[config.mk]
export PLATFORM = sky130hd
export DESIGN_NAME = vga_timing_gen
export DESIGN_NICKNAME = d
export VERILOG_FILES = /design/src/rtl/vga_timing_gen.sv
export SDC_FILE = /design/constraint.sdc
export NUM_CORES = 1
export LEC_CHECK = 0
export CORE_ASPECT_RATIO = 0.9
export CORE_UTILIZATION = 39
export DETAILED_ROUTE_END_ITERATION = 12
export PLACE_DENSITY = 0.67
export REMOVE_ABC_BUFFERS = 1
export SLEW_MARGIN = 20
export SYNTH_ARGS = -nofsm -noshare
export SYNTH_HDL_FRONTEND = slang
export SYNTH_SLANG_ARGS = --single-unit
[constraint.sdc]
create_clock -name clk_25_175 -period 2.4 [get_ports clk_25_175]
set_input_delay 0.24 -clock clk_25_175 [delete_from_list [all_inputs] [get_ports clk_25_175]]
set_output_delay 0.24 -clock clk_25_175 [all_outputs]
set_load 0.01 [all_outputs]
[src/rtl/vga_timing_gen.sv]
// Parametrised VGA timing generator with a latency-matched pixel pipeline.
// Optional internal colour-bar source is enabled by defining VGA_TESTPATTERN_EN.
module vga_timing_gen #(
  parameter int H_ACTIVE      = 640,
  parameter int H_FP          = 16,
  parameter int H_SYNC        = 96,
  parameter int H_BP          = 48,
  parameter int V_ACTIVE      = 480,
  parameter int V_FP          = 10,
  parameter int V_SYNC        = 2,
  parameter int V_BP          = 33,
  parameter int H_SYNC_POL    = 0,
  parameter int V_SYNC_POL    = 0,
  parameter int SCALE_LOG2    = 0,
  parameter int FETCH_LATENCY = 1,
  parameter int CBITS         = 4
) (
  input  logic               clk_25_175,
  input  logic               reset,
`ifdef VGA_TESTPATTERN_EN
  input  logic               test_pattern,
`endif
  output logic [10:0]        pix_x,
  output logic [10:0]        pix_y,
  output logic               fetch_valid,
  output logic               line_start,
  output logic               frame_start,
  output logic [15:0]        frame_count,
  input  logic [3*CBITS-1:0] pixstream,
  output logic               h_sync,
  output logic               v_sync,
  output logic               drawing_pixels,
  output logic [CBITS-1:0]   r,
  output logic [CBITS-1:0]   g,
  output logic [CBITS-1:0]   b
);

  localparam int H_TOTAL = H_ACTIVE + H_FP + H_SYNC + H_BP;
  localparam int V_TOTAL = V_ACTIVE + V_FP + V_SYNC + V_BP;
  localparam logic [10:0] H_LAST   = 11'(H_TOTAL - 1);
  localparam logic [10:0] V_LAST   = 11'(V_TOTAL - 1);
  localparam logic [10:0] H_ACT    = 11'(H_ACTIVE);
  localparam logic [10:0] V_ACT    = 11'(V_ACTIVE);
  localparam logic [10:0] HS_START = 11'(H_ACTIVE + H_FP);
  localparam logic [10:0] HS_END   = 11'(H_ACTIVE + H_FP + H_SYNC);
  localparam logic [10:0] VS_START = 11'(V_ACTIVE + V_FP);
  localparam logic [10:0] VS_END   = 11'(V_ACTIVE + V_FP + V_SYNC);
  localparam logic HPOL = (H_SYNC_POL != 0);
  localparam logic VPOL = (V_SYNC_POL != 0);

  // Pipeline word: {tp flag, pattern colour, de, vsync, hsync} with raw (active-high) flags.
`ifdef VGA_TESTPATTERN_EN
  localparam int PW = 4 + 3 * CBITS;
  localparam int BAR_SHIFT = $clog2(H_ACTIVE) - 3;
`else
  localparam int PW = 3;
`endif

  logic [10:0] h_cnt_q, h_cnt_d;
  logic [10:0] v_cnt_q, v_cnt_d;
  logic [15:0] frame_count_q, frame_count_d;

  always_comb begin
    h_cnt_d       = h_cnt_q + 11'd1;
    v_cnt_d       = v_cnt_q;
    frame_count_d = frame_count_q;
    if (h_cnt_q == H_LAST) begin
      h_cnt_d = '0;
      if (v_cnt_q == V_LAST) begin
        v_cnt_d       = '0;
        frame_count_d = frame_count_q + 16'd1;
      end else begin
        v_cnt_d = v_cnt_q + 11'd1;
      end
    end
  end

  always_ff @(posedge clk_25_175) begin
    if (reset) begin
      h_cnt_q       <= '0;
      v_cnt_q       <= '0;
      frame_count_q <= '0;
    end else begin
      h_cnt_q       <= h_cnt_d;
      v_cnt_q       <= v_cnt_d;
      frame_count_q <= frame_count_d;
    end
  end

  logic hs_raw, vs_raw;
  assign hs_raw      = (h_cnt_q >= HS_START) && (h_cnt_q < HS_END);
  assign vs_raw      = (v_cnt_q >= VS_START) && (v_cnt_q < VS_END);
  assign fetch_valid = (h_cnt_q < H_ACT) && (v_cnt_q < V_ACT);
  assign line_start  = (h_cnt_q == '0);
  assign frame_start = (h_cnt_q == '0) && (v_cnt_q == '0);
  assign pix_x       = h_cnt_q >> SCALE_LOG2;
  assign pix_y       = v_cnt_q >> SCALE_LOG2;
  assign frame_count = frame_count_q;

  logic [PW-1:0] stage0, tail;

`ifdef VGA_TESTPATTERN_EN
  logic [2:0]         bar;
  logic [3*CBITS-1:0] pattern;
  assign bar     = 3'(h_cnt_q >> BAR_SHIFT);
  assign pattern = {{CBITS{bar[2]}}, {CBITS{bar[1]}}, {CBITS{bar[0]}}};
  assign stage0  = {test_pattern, (test_pattern ? pattern : '0), fetch_valid, vs_raw, hs_raw};
`else
  assign stage0  = {fetch_valid, vs_raw, hs_raw};
`endif

  // Delay line clears to all-zero, i.e. every raw control inactive.
  generate
    if (FETCH_LATENCY == 0) begin : g_no_delay
      assign tail = stage0;
    end else begin : g_delay
      for (genvar gi = 0; gi < FETCH_LATENCY; gi++) begin : g_stage
        logic [PW-1:0] stage_q;
        if (gi == 0) begin : g_head
          always_ff @(posedge clk_25_175) begin
            if (reset) stage_q <= '0;
            else       stage_q <= stage0;
          end
        end else begin : g_next
          always_ff @(posedge clk_25_175) begin
            if (reset) stage_q <= '0;
            else       stage_q <= g_stage[gi-1].stage_q;
          end
        end
      end
      assign tail = g_stage[FETCH_LATENCY-1].stage_q;
    end
  endgenerate

  logic [3*CBITS-1:0] colour_sel;
`ifdef VGA_TESTPATTERN_EN
  assign colour_sel = tail[PW-1] ? tail[3 +: 3*CBITS] : pixstream;
`else
  assign colour_sel = pixstream;
`endif

  logic               h_sync_q, v_sync_q, de_q;
  logic [3*CBITS-1:0] rgb_q;

  always_ff @(posedge clk_25_175) begin
    if (reset) begin
      h_sync_q <= ~HPOL;
      v_sync_q <= ~VPOL;
      de_q     <= 1'b0;
      rgb_q    <= '0;
    end else begin
      h_sync_q <= HPOL ? tail[0] : ~tail[0];
      v_sync_q <= VPOL ? tail[1] : ~tail[1];
      de_q     <= tail[2];
      rgb_q    <= tail[2] ? colour_sel : '0;
    end
  end

  assign h_sync         = h_sync_q;
  assign v_sync         = v_sync_q;
  assign drawing_pixels = de_q;
  assign r              = rgb_q[CBITS-1:0];
  assign g              = rgb_q[CBITS +: CBITS];
  assign b              = rgb_q[2*CBITS +: CBITS];

endmodule

# Word-level counts from Yosys, hierarchy flattened
# Cells that the tools add are included.
totals:
  elab_cells: 32
  ff_bits: 56
  in_bits: 14
  out_inout_bits: 56
op_classes:
  reduce_logical: 9
  muxes: 1
  eq_ne: 2
  n_addsub: 3
  magnitude_cmp: 6
  bitwise: 3
ops:
  columns: ["cell", "count"]
  rows:
  - ["$add A11 B1 Y11 const B", 2]
  - ["$eq A11 B10 Y1 const B", 2]
  - ["$logic_not A11 Y1", 2]
  - ["$lt A11 B10 Y1 const B", 2]
  - ["$lt A11 B9 Y1 const B", 2]
  - ["$add A16 B1 Y16 const B", 1]
  - ["$ge A11 B10 Y1 const B", 1]
  - ["$ge A11 B9 Y1 const B", 1]
  - ["$mux W11", 1]
  - ["$logic_and A1 B1 Y1", 4]
  - ["$reduce_or A2 Y1", 2]
  - ["$not A1 Y1", 3]
  - ["$reduce_and A2 Y1", 1]

# Logic depth before layout (Yosys ltp)
# Gate-level depths: netlist (run 1).
logic_depth:
  depth_word: 2
  ltp_mapped: 8

# Least setup slack after synthesis (run 1)
# OpenSTA, ideal clock, no wires.
synth_path:
  path_kind: "reg2out"
  start: "register h_cnt_q[0], in the netlist pix_x[0]"
  end: "output frame_start"
  n_path_buf: 0
  t_arrival_ns: 1.673
  required_ns: 2.160
  setup_slack_ns: 0.487
  stages_incl_launch_ff: 7
  path_cell_list: "dfxtp_1 inv_1 ha_1 nor4b_1 nand3_1 nor3_1 nor4bb_1"
synth_via:
  elab_chain_cells: 2
synth_lines:
  columns: ["item", "line", "rtl"]
  rows:
  - ["start: declaration", "59", "logic [10:0] h_cnt_q, h_cnt_d;"]
  - ["start signal: assignment", "84", "h_cnt_q <= h_cnt_d;"]
  - ["$logic_not A11 Y1", null, null]
  - ["via line_start", "26", "output logic line_start,"]
  - ["$logic_and A1 B1 Y1", "95", "assign frame_start = (h_cnt_q == '0) && (v_cnt_q == '0);"]
  - ["end: declaration", "27", "output logic frame_start,"]
# The timed path passes the listed nets, and every way through them passes these cells.

# Worst setup path after layout (run 1)
layout_path:
  start: "register h_cnt_q[0], in the netlist pix_x[0]"
  end: "output frame_start"
layout_via:
  elab_chain_cells: 2
layout_lines:
  columns: ["item", "line"]
  rows:
  - ["$logic_not A11 Y1", "95"]
  - ["$logic_and A1 B1 Y1", "95"]
# Every way passes these cells.

==> results of run 1 <==
flip-flops by register name (all words and copies together) (netlist names):
register,count
g_delay.g_stage.stage_q,3
h_sync,1
v_sync,1
drawing_pixels,1
pix_x,11
frame_count,16
pix_y,11
rgb_q,12
worst register-to-register path, cell delays in order (launching register included):
cell and delay (ns):
dfxtp_1 0.34, buf_4 0.13, ha_1 0.21, and4_1 0.42, nand3_4 0.27, or4_1 0.57, a21oi_1 0.14
per-stage QoR:
step                      util (%)  area [um2]  total power [mW]  instances  setup WS (ns)
after global placement       53.68        3301             1.086        424         0.2437
after floorplan                  -        2426             1.010        258         0.4312
after global routing         55.76        3428             1.762        432        0.04794
after detailed placement     53.68        3301             1.087        424        0.06689
after CTS                    55.76        3428             1.712        432         0.1974
final                        55.76        3428             1.693        432         0.2275
final timing paths:
path,from,cells after the start,slack [ns],end
setup / recovery,pix_x[0]$_SDFF_PP0_,7,0.23,frame_start
setup reg to reg,pix_x[0]$_SDFF_PP0_,6,0.25,frame_count[10]$_SDFFE_PP0P_
hold / removal,g_delay.g_stage[0].stage_q[0]$_SDFF_PP0_,1,0.39,h_sync$_SDFF_PP1_
hold reg to reg,g_delay.g_stage[0].stage_q[0]$_SDFF_PP0_,1,0.39,h_sync$_SDFF_PP1_
layout make-up:
| class | instances | area, um2 | area share, % |
|---|---|---|---|
| clock buffers | 5 | 68.82 | 2.007 |
| clock inverters | 3 | 47.55 | 1.387 |
| repair buffers | 79 | 764.5 | 22.30 |
| inverters | 9 | 33.78 | 0.9854 |
| multi-input cells | 193 | 1284 | 37.45 |
| flip-flops and latches | 56 | 1121 | 32.70 |
| well taps | 87 | 108.9 | 3.175 |
layout by cell type, fill, tap and decap left out, types with 2 or more instances in the layout:
| master | count |
|---|---|
| and3_1 | 6 |
| nor4_1 | 2 |
| nand3_1 | 12 |
| xor2_1 | 7 |
| dfxtp_1 | 56 |
| nor3_1 | 9 |
| a21oi_1 | 21 |
| nor2b_1 | 3 |
| clkinv_4 | 2 |
| nor2_1 | 21 |
| nand4_1 | 11 |
| or3_1 | 7 |
| and2_1 | 13 |
| ha_1 | 6 |
| xnor2_1 | 8 |
| clkdlybuf4s50_1 | 68 |
| or4_1 | 13 |
| clkbuf_8 | 5 |
| buf_4 | 10 |
| o21ai_0 | 8 |
| nand2_1 | 11 |
| nand2b_1 | 3 |
| o31ai_1 | 13 |
| and4_1 | 3 |
| inv_1 | 9 |
cells by family after synthesis:
family	synth area share (%)
DFF	44.69
adders and majority gates	2.992
xor gates and xnor gates	5.237
buffers and inverters	4.638
AOI/OAI and AO/OA	10.47
and+or+nand+nor	31.97
what timing repair did:
item / 4_1_cts / 5_1_grt
setup buffers: 0 / 0
setup endpoints to repair: 1 / 0
gates resized for setup: 3 / 0
hold buffers: 0 / 0
power groups by stage:
| stage | logic (mW) | clock network [mW] | registers [mW] |
|---|---|---|---|
| floorplan | 0.0313 | 0 | 0.979 |
| global placement | 0.117 | 0 | 0.968 |
| detailed placement | 0.119 | 0 | 0.969 |
| CTS | 0.119 | 0.646 | 0.947 |
| global route | 0.130 | 0.683 | 0.949 |
| finish | 0.118 | 0.628 | 0.947 |
layer usage:
metal	vias to the layer above	wire, um
met5	-	0
met4	0	68
met3	6	304
met2	57	2353
met1	996	2921
li1	1131	-
==> flow_summary_export.csv, run 1 <==
group,metric,value,unit
route,wl_per_cell,13.07,um
clocking,cts.sinks,56,
synth,yosysTopAreaCell,"dfxtp_1",
power_and_ir_drop,p_leak,1.178,nW
grt,use_met2,26.35,%
synth,syn_area,0.002509,mm2
power_and_ir_drop,powerDensity,493.8,mW/mm2
worst_setup_path,crit_required,2.16,ns
flow_run,drv_cap,0,
sta,skew,0.004432,ns
layout,num_antenna_cells,0,
grt,use_met3,3.155,%
sta,setup_tns,0,ns
sta,finalCriticalPeriod,2.173,ns
power_and_ir_drop,p_int,1.326,mW
min_path,hold_class,"flip-flop to flip-flop",
placed_design,gp_congestion,0.7754,
sta,worst_slew_pin_slew,0.6028,ns
worst_setup_path,crit_slowest_cell,"dfxtp_1",
worst_setup_path,path_cells,"inv_1 -> ha_1 -> nor4b_2 -> nand3_1 -> nor3_1 -> nor4bb_2 -> dlygate4sd2_1",
worst_setup_path,crit_family,"simple AND/OR/NAND/NOR gates",
layout,fillers,580,
power_and_ir_drop,ir_drop,0.0003479,V
status,outcome,"completed",
power_and_ir_drop,clkPwrFrac,37.1,%
clocking,worstSkewPairLatency,0.31,ns
synth,synth_flop_cell,"dfxtp_1",
sta,slew_viol_final,0,
power_and_ir_drop,p_sw,366.6,uW
worst_setup_path,critPathBufInv,2,
worst_setup_path,arrival,1.93,ns
placed_design,port_buffers,69,
clocking,cts_buffer_depth,2,
floorplan,die-area,0.006757,mm2
layout,nNetsFinal,364,
synth,synth_edf_count,0,
sta,max_freq,460.3,MHz
layout,layout-drive-gt1-share,8.406,%
clocking,cts_buffers,5,
grt,use_met1,25.76,%
sta,hold_violations,0,
sta,finalCritPeriodShare,90.52,%
worst_setup_path,crit_type,"flip-flop to output pin",
floorplan,coreArea,0.006148,mm2
worst_setup_path,setup.worst_path.end_class,"output pin",
synth,ys_types,41,
synth,yosysSeqAreaShare,44.69,%
power_and_ir_drop,power_frac_seq,55.9,%
clocking,cts.htree.levels,2,
synth,synth.area.top_cells,"dfxtp_1, a21oi_1, o31ai_1",
grt,track_usage,17.75,%
floorplan,start_util,40.80,%
worst_setup_path,crit_path_max_fanout,2,
worst_setup_path,start_kind,"flip-flop",
synth,yosysWarnings,0,
power_and_ir_drop,comb_power_share,7.0,%
floorplan,die_w,86.54,um
sta,setup_viol,0,
floorplan,pin_count,70,
clocking,cts.clk_slew.worst_paths,0.10,ns
route,ant_nets,0,
floorplan,placementRows,27,
synth,synthArstFlopShare,0,%
grt,overflow,0,
synth,syn_area_per_cell,9.156,um2
route,vias_per_cell,5.069,
route,drt-initial-drc-count,75,
route,remaining_drc_errors,0,
route,routed_wl,5648,um
sta,rsz0062_at_grt,"false",
grt,top_usage_layer,"met2",
worst_setup_path,critPathMaxStageDelay,0.32,ns
sta,slew_headroom,59.73,%
route,first_pass_iters,4,
placed_design,dp_hpwl,4088,um
synth,ys_top_cells_by_count,"dfxtp_1, a21oi_1, nor2_1",
layout,area_growth,36.66,%
synth,ys_seq_elements,56,
grt,antenna_found_initial,0,
route,vias,2190,
clocking,root_buffer,"clkbuf_8",
clocking,tritoncts,"done",
grt,first_global_vias,1974,
sta,holdWs,0.3874,ns
grt,grt_max_degree,26,
synth,yosysMostFrequentCell,"dfxtp_1",
synth,netlist_instances,274,
power_and_ir_drop,p_sw_share,21.66,%
floorplan,fp.dieH,78.09,um
synth,synthDominantCellAreaShare,44.69,%
grt,grt_pass1_wl,9563,um
Note: power is estimated with default switching activity, not from simulation.
==> run 2, diff against run 1 <==
- MAX_ROUTING_LAYER: not set -> met4
- PLACE_DENSITY: 0.67 -> 0.75
==> flow_summary_export.csv, run 2 (same netlist as run 1, synthesis figures left out) <==
group,metric,value,unit
status,outcome,"completed",
flow_run,drv_cap,0,
sta,skew,0.009223,ns
layout,final_cell_mix,"clkdlybuf4s50_1, dfxtp_1, nor2_1, a21oi_1",
worst_setup_path,crit_path_max_fanout,2,
clocking,cts_buffers,5,
clocking,root_buffer,"clkbuf_8",
power_and_ir_drop,ir_drop,0.0002624,V
sta,slew_headroom,57.30,%
route,drt-initial-drc-count,131,
layout,final_common_cell,"clkdlybuf4s50_1",
grt,antenna_found_initial,0,
worst_setup_path,crit_slowest_cell,"clkdlybuf4s50_1",
grt,overflow,0,
layout,fillers,571,
worst_setup_path,setup.worst_path.end_class,"output pin",
clocking,cts_hold_buf,0,
floorplan,pin_count,70,
clocking,cts_setup_buffers,0,
worst_setup_path,arrival,2.05,ns
clocking,worstSkewPairLatency,0.31,ns
floorplan,coreArea,0.006148,mm2
floorplan,start_util,40.80,%
placed_design,dp.cells,424,
grt,track_usage,17.49,%
placed_design,gp_congestion,0.8190,
clocking,cts.clk_slew.worst_paths,0.11,ns
power_and_ir_drop,clkPwrFrac,33.6,%
worst_setup_path,path_cells,"inv_1 -> ha_1 -> nor4b_2 -> nand3_1 -> nor3_1 -> buf_4 -> clkdlybuf4s50_1",
sta,max_freq,435.8,MHz
sta,setup_viol,0,
route,ant_nets,0,
floorplan,die-area,0.006757,mm2
route,routed_wl,5618,um
power_and_ir_drop,power_frac_seq,58.8,%
route,vias,2243,
floorplan,die_w,86.54,um
min_path,hold_class,"flip-flop to flip-flop",
placed_design,dp_hpwl,4053,um
clocking,cts.sinks,56,
layout,final_cells,432,
grt,grt_pass1_wl,9101,um
worst_setup_path,start_kind,"flip-flop",
route,remaining_drc_errors,0,
grt,grt_max_degree,26,
route,vias_per_cell,5.192,
power_and_ir_drop,p_sw_share,23.70,%
layout,layout-drive-gt1-share,8.406,%
route,first_pass_iters,4,
grt,first_global_vias,1867,
floorplan,fp.dieH,78.09,um
sta,worst_slew_pin_slew,0.6392,ns
floorplan,placementRows,27,
layout,largest_reg_flops,16,
sta,finalCriticalPeriod,2.295,ns
power_and_ir_drop,powerDensity,472.9,mW/mm2
route,wl_per_cell,13.00,um
sta,setup_tns,0,ns
power_and_ir_drop,p_sw,381.7,uW
power_and_ir_drop,p_leak,1.165,nW
worst_setup_path,critPathMaxStageDelay,0.52,ns
clocking,cts_buffer_depth,2,
power_and_ir_drop,p_int,1.229,mW
layout,num_antenna_cells,0,
sta,slew_viol_final,0,
worst_setup_path,crit_type,"flip-flop to output pin",
layout,area_growth,35.76,%
power_and_ir_drop,comb_power_share,7.7,%
placed_design,port_buffers,69,
clocking,tritoncts,"done",
sta,hold_violations,0,
sta,holdWs,0.3870,ns
layout,nNetsFinal,364,
sta,finalCritPeriodShare,95.62,%
worst_setup_path,crit_required,2.16,ns
clocking,cts.htree.levels,2,
run 2: cell count changes in the layout (fill, tap and decap cells not counted), sizes merged:
cell	before	now
bufinv	1	0
clkinv	2	0
clkinvlp	0	1
inv	9	11
run 2: worst paths after layout:
check / slack [ns] / start / cells after the start / to
hold reg to reg: 0.39 / g_delay.g_stage[0].stage_q[0]$_SDFF_PP0_ / 1 / h_sync$_SDFF_PP1_
setup / recovery: 0.11 / pix_x[0]$_SDFF_PP0_ / 7 / line_start
setup reg to reg: 0.26 / pix_y[0]$_SDFFE_PP0N_ / 6 / frame_count[8]$_SDFFE_PP0P_
hold / removal: 0.39 / g_delay.g_stage[0].stage_q[0]$_SDFF_PP0_ / 1 / h_sync$_SDFF_PP1_
run 2: per-layer routing:
metal | vias to the layer above | routed length [um] | track usage, %
li1 | 1130 | - | -
met1 | 1053 | 2729 | 24.01
met2 | 58 | 2568 | 25.71
met3 | 2 | 285 | 3.996
met4 | 0 | 35 | 5.167
met5 | - | 0 | -
run 2: stage by stage:
| stage | setup WS (ns) | power (mW) | utilization [%] | instance area, um2 |
|---|---|---|---|---|
| 3_3_place_gp | 0.1929 | 1.090 | 53.68 | 3301 |
| 3_5_place_dp | 0.1963 | 1.091 | 53.68 | 3301 |
| 5_1_grt | -0.05206 | 1.677 | 55.39 | 3406 |
| 2_1_floorplan | 0.4312 | 1.010 | - | 2426 |
| 6_report | 0.1051 | 1.611 | 55.39 | 3406 |
| 4_1_cts | 0.03578 | 1.623 | 55.19 | 3393 |
run 2: power groups by stage:
| stage | sequential (mW) | combinational, mW | clock (mW) |
|---|---|---|---|
| finish | 0.947 | 0.123 | 0.540 |
| global route | 0.949 | 0.134 | 0.595 |
| CTS | 0.947 | 0.122 | 0.554 |
| detailed placement | 0.968 | 0.123 | 0 |
| global placement | 0.968 | 0.122 | 0 |
| floorplan | 0.979 | 0.0313 | 0 |
run 2: what timing repair did:
item | in CTS | in global routing
gates cloned | 0 | 0
pin swaps | 0 | 0
endpoints found under the setup margin | 1 | 2
gates resized for setup | 1 | 2
run 2: layout make-up:
type | count | area [um2] | share of cell area [%]
clock inverters | 3 | 25.02 | 0.7348
inverters | 9 | 33.78 | 0.9919
repair buffers | 79 | 764.5 | 22.45
clock buffers | 5 | 68.82 | 2.021
well taps | 87 | 108.9 | 3.196
multi-input cells | 193 | 1284 | 37.69
flip-flops and latches | 56 | 1121 | 32.92
run 2: critical path: cells and delay by family (launching register included):
kind / cells / cell delay [ns]
buffers and inverters: 3 / 0.73
adder cells (fa/ha/maj): 1 / 0.14
flip-flops: 1 / 0.32
AND/OR/NAND/NOR: 3 / 0.54
==> run 3, diff against run 2 <==
- CTS_CLUSTER_DIAMETER: not set -> 60
==> results of run 3 <==
The final DEF is identical to that of run 2; final timing and power are the same.
